--- src/rtl/if_fetch_unit_pkg.sv ---
// Shared widths, state encoding and address helpers for the instruction-fetch stage.
package if_fetch_unit_pkg;

    localparam int ADDRESS_LEN     = 32;
    localparam int INSTRUCTION_LEN = 32;

    localparam logic [ADDRESS_LEN-1:0] WORD_STEP = ADDRESS_LEN'(4);

    typedef enum logic [1:0] {
        S_REQ  = 2'd0,
        S_HAVE = 2'd1,
        S_DROP = 2'd2
    } fetch_state_e;

    function automatic logic [ADDRESS_LEN-1:0] word_align(input logic [ADDRESS_LEN-1:0] addr);
        return addr & ~(ADDRESS_LEN'(3));
    endfunction

endpackage

--- src/rtl/if_fetch_unit.sv ---
// Instruction-fetch stage: owns the PC, runs the request/ready handshake to instruction
// memory and presents PC+4 / Instruction to the IF/ID register.
module if_fetch_unit
    import if_fetch_unit_pkg::*;
(
    input  logic                       clk,
    input  logic                       rst,
    input  logic                       freeze,
    input  logic                       branch_taken,
    input  logic [ADDRESS_LEN-1:0]     branch_addr,
    output logic                       mem_req,
    output logic [ADDRESS_LEN-1:0]     mem_addr,
    input  logic [INSTRUCTION_LEN-1:0] mem_rdata,
    input  logic                       mem_ready,
    output logic [ADDRESS_LEN-1:0]     PC,
    output logic [INSTRUCTION_LEN-1:0] Instruction,
    output logic                       fetch_valid,
    output logic                       fetch_stall
);

    fetch_state_e               state_q, state_d;
    logic [ADDRESS_LEN-1:0]     pc_q, pc_d;
    logic [ADDRESS_LEN-1:0]     req_addr_q, req_addr_d;
    logic [INSTRUCTION_LEN-1:0] inst_q, inst_d;
    logic                       mem_req_c;

    // NOTE: state registers use non-blocking assignments so every flop samples pre-edge values.
    always_ff @(posedge clk or posedge rst) begin
        if (rst) begin
            state_q    <= S_REQ;
            pc_q       <= '0;
            req_addr_q <= '0;
            inst_q     <= '0;
        end else begin
            state_q    <= state_d;
            pc_q       <= pc_d;
            req_addr_q <= req_addr_d;
            inst_q     <= inst_d;
        end
    end

    // NOTE: every output of this block gets a default first, so no path can infer a latch.
    always_comb begin
        state_d     = state_q;
        pc_d        = pc_q;
        req_addr_d  = req_addr_q;
        inst_d      = inst_q;
        mem_req_c   = 1'b0;
        mem_addr    = pc_q;
        fetch_valid = 1'b0;
        Instruction = inst_q;

        unique case (state_q)
            S_REQ: begin
                mem_req_c   = 1'b1;
                fetch_valid = mem_ready;
                if (mem_ready) begin
                    Instruction = mem_rdata;
                end
                if (branch_taken) begin
                    pc_d = word_align(branch_addr);
                    // A live request cannot be withdrawn; remember it and absorb its reply.
                    if (!mem_ready) begin
                        req_addr_d = pc_q;
                        state_d    = S_DROP;
                    end
                end else if (mem_ready) begin
                    if (freeze) begin
                        inst_d  = mem_rdata;
                        state_d = S_HAVE;
                    end else begin
                        pc_d = pc_q + WORD_STEP;
                    end
                end
            end

            S_HAVE: begin
                fetch_valid = 1'b1;
                if (branch_taken) begin
                    pc_d    = word_align(branch_addr);
                    state_d = S_REQ;
                end else if (!freeze) begin
                    pc_d    = pc_q + WORD_STEP;
                    state_d = S_REQ;
                end
            end

            S_DROP: begin
                mem_req_c = 1'b1;
                mem_addr  = req_addr_q;
                if (branch_taken) begin
                    pc_d = word_align(branch_addr);
                end
                if (mem_ready) begin
                    state_d = S_REQ;
                end
            end

            default: begin
                state_d = S_REQ;
            end
        endcase
    end

    assign mem_req     = mem_req_c & ~rst;
    assign PC          = pc_q + WORD_STEP;
    assign fetch_stall = ~fetch_valid;

endmodule

--- config.mk ---
export PLATFORM = sky130hd
export DESIGN_NAME = if_fetch_unit
export DESIGN_NICKNAME = d
export VERILOG_FILES = /design/src/rtl/if_fetch_unit_pkg.sv /design/src/rtl/if_fetch_unit.sv
export SDC_FILE = /design/constraint.sdc
export NUM_CORES = 1
export LEC_CHECK = 0
export ABC_AREA = 1
export ABC_CLOCK_PERIOD_IN_PS = 4100
export CAP_MARGIN = 20
export CORE_ASPECT_RATIO = 1.1
export CORE_MARGIN = 4
export CORE_UTILIZATION = 45
export CTS_CLUSTER_DIAMETER = 200
export DETAILED_ROUTE_END_ITERATION = 16
export PLACE_DENSITY = 0.88
export SKIP_LAST_GASP = 1
export SLEW_MARGIN = 20
export SYNTH_ARGS = -nofsm -noshare
export SYNTH_HDL_FRONTEND = slang
export SYNTH_SLANG_ARGS = --single-unit
--- constraint.sdc ---
create_clock -name clk -period 4.1 [get_ports clk]
set_input_delay 0.82 -clock clk [delete_from_list [all_inputs] [get_ports clk]]
set_output_delay 0.82 -clock clk [all_outputs]
set_load 0.02 [all_outputs]
==> results.sh <==
export IMPL_hold_depth=2
export IMPL_synth_edf_count=0
export IMPL_yosys_warnings=0
export IMPL_fillCellCount=1056
export IMPL_cts_sinks=94
export IMPL_dr_max_layer_used="met4"
export IMPL_clockBufferDepth=2
export IMPL_antenna_left=0
export IMPL_rrSetupSlack_ps=1680
export IMPL_synth_seq_cells=94
export IMPL_vias=5338
export IMPL_drtPass1Iterations=5
export IMPL_path_clk_slew_ps=60
export IMPL_cts_resized=0
export IMPL_hold_class="register to register"
export IMPL_hold_start="req_addr_q[19]"
export IMPL_multi_input_area_mm2=0.00265
export IMPL_die_w_um=113
export IMPL_hold_path_end="req_addr_q[19]"
export IMPL_antenna_found_initial=0
export IMPL_fin_crit_ps=3780
export IMPL_syn_avg_cell_area_um2=6.93
export IMPL_grt_pass1_vias=4818
export IMPL_seq_area_mm2=0.00235
export IMPL_met1_length_mm=6.69
export IMPL_worst_pin_slew_ps=968
export IMPL_ir_drop_mv=0.282
export IMPL_port_buffers=161
export IMPL_endpoint_kind="output port"
export IMPL_outcome="completed"
export IMPL_grt_max_degree=66
export IMPL_cp_buffers_inverters=4
export IMPL_syn_area_mm2=0.00548
export IMPL_arrival_ps=2960
export IMPL_globalplace_congestion=0.903
export IMPL_critPathMostFrequentCell="clkdlybuf4s50_1"
export IMPL_clock_skew_ps=7.10
export IMPL_holdBufCountCts=0
export IMPL_design_portCount=168
export IMPL_max_slew_margin=0.352
export IMPL_critical_path_top_delay_family="buffers and inverters"
export IMPL_cts_root_buf="clkbuf_16"
export IMPL_yosysUniqueCellTypes=28
export IMPL_placed_cell_area_mm2=0.00715
export IMPL_met3_length_um=841
export IMPL_via_per_inst=4.90
export IMPL_rsz0062_at_grt="no"
export IMPL_synth_area_leader_cell="dfrtp_1"
export IMPL_layout_cells_most_common="nand2_1"
export IMPL_nNetsFinal=1000
export IMPL_yosys_top_cells_area="dfrtp_1 (43%), nand2_1 (16%), o21ai_0 (8.9%)"
export IMPL_fp_dieH_um=124
export IMPL_cp_slowest_stage_delay_ps=650
export IMPL_overflow=0
export IMPL_die_area_mm2=0.0140
export IMPL_dp_hpwl_mm=10.6
export IMPL_reg2reg_to="pc_q[27]"
export IMPL_report_final_slew_viol_count=0
export IMPL_power_density_mw_per_mm2=541
export IMPL_setup_viol=0
export IMPL_critPathRequiredTime_ps=3280
export IMPL_cts_buffers=9
export IMPL_cts_tree="built"
export IMPL_syn_to_final_growth_pct=35.9
export IMPL_rows=42
export IMPL_ys_flop_type="dfrtp_1"
export IMPL_grt_usage=0.206
export IMPL_clock_latency_ps=340
export IMPL_synthArstFlopShare=1.00
export IMPL_r2r_start="state_q[0]"
export IMPL_path_cells="clkdlybuf4s50_1 -> inv_1 -> nor2_1 -> inv_2 -> nand2_1 -> o21ai_0 -> clkdlybuf4s50_1"
export IMPL_wl_per_cell_um=13.1
export IMPL_critPathLaunchType="primary input"
export IMPL_grt_pass1_wl_mm=23.3
export IMPL_drtIter0Drc=483
export IMPL_htreeDepth=3
export IMPL_diodes=0
export IMPL_wl_met2_mm=6.49
export IMPL_post_cts_setup_buffers=0
export IMPL_fin_tns_setup_ps=0
export IMPL_fin_crit_sh=0.923
export IMPL_start_util=0.458
export IMPL_fin_area_mm2=0.00745
export IMPL_drive_gt1_frac=0.0599
export IMPL_postSynthCellCount=791
export IMPL_slowest_stage="clkdlybuf4s50_1"
export IMPL_remaining_drc_errors=0
export IMPL_maxCapViolations=0
export IMPL_core_area_mm2=0.0120
export IMPL_routed_wl_mm=14.2
export IMPL_crit_fanout=64
export IMPL_crit_type="primary input to output port"
export IMPL_worstRegToRegCells=9
export IMPL_fmax_ghz=0.264
export IMPL_cellLeakagePower_uw=0.00355
export IMPL_hold_viol_final=0
export IMPL_synth_yosys_seq_area_share=0.429
export IMPL_final_cell_mix="nand2_1 (240), clkdlybuf4s50_1 (161), nor2_1 (103)"
export IMPL_synth_top_cell_area_share=0.429
## layer usage
layer / global-route usage / vias to the layer above
met5: 0 / -
met4: 0.0624 / 0
met3: 0.0321 / 16
met2: 0.326 / 171
met1: 0.294 / 2389
li1: - / 2762
## flip-flops by register name, indices dropped and copies added (netlist names)
| register | count |
|---|---|
| state_q | 2 |
| pc_q | 30 |
| inst_q | 32 |
| req_addr_q | 30 |
## power breakdown
part / total (uW) / leakage (uW) / switching (uW) / internal (uW)
sequential: 1380 / 0.00115 / 198 / 1190
combinational: 1810 / 0.00225 / 1040 / 766
clock: 844 / 0.000146 / 338 / 506
## area by class of cell
type	instances	share of cell area
multi-input cells	581	0.356
clock inverters	3	0.00571
inverters	79	0.0400
flip-flops and latches	94	0.316
clock buffers	13	0.0349
well taps	154	0.0259
repair buffers	165	0.222
## worst max path at each step
stage / start / end / slack [ps] / cells past startpoint
after floorplan: rst / inst_q[0] / 830 / 1
after global placement: mem_ready / Instruction[6] / 320 / 7
after detailed placement: mem_ready / Instruction[6] / 320 / 7
after CTS: mem_ready / Instruction[6] / 320 / 7
after global routing: mem_ready / Instruction[6] / 30 / 7
final: mem_ready / Instruction[6] / 320 / 7
## synth_stat cells, drive strengths merged, types with 2 or more instances
cell and number:
inv 79, nand3 29, xor2 7, nand2 254, dfrtp 94, o22ai 3
and2 2, a21oi 55, buf 29, clkbuf 11, nor2 114, o21ai 109
## stage by stage
stage / utilization / hold WS, ps / total power [uW] / cells / worst slack, ps
after global placement: 0.597 / 466 / 3170 / 1073 / 322
after global routing: 0.622 / 505 / 4310 / 1089 / 32.6
after detailed placement: 0.597 / 474 / 3210 / 1073 / 320
after CTS: 0.622 / 490 / 4070 / 1089 / 320
after floorplan: - / 453 / 2430 / 794 / 831
final: 0.622 / 485 / 4030 / 1089 / 316
## worst reg2reg max path, delay by kind of cell, from the launching register on
| kind | cells | cell delay [ps] |
|---|---|---|
| flip-flops | 1 | 430 |
| AND/OR/NAND/NOR | 6 | 770 |
| buffers and inverters | 3 | 1150 |
## cell families (layout without fill, tap and decap cells)
| group | Yosys count | count (layout) | synth area share |
|---|---|---|---|
| AND/OR/NAND/NOR | 400 | 400 | 0.305 |
| AO/OA/AOI/OAI | 169 | 169 | 0.161 |
| buffers and inverters | 119 | 260 | 0.0904 |
| flip-flops | 94 | 94 | 0.429 |
| XOR/XNOR | 7 | 7 | 0.0112 |
| adder cells (fa/ha/maj) | 1 | 1 | 0.00228 |
| other | 1 | 4 | 0.000684 |
Power figures use the tool's default switching activity.
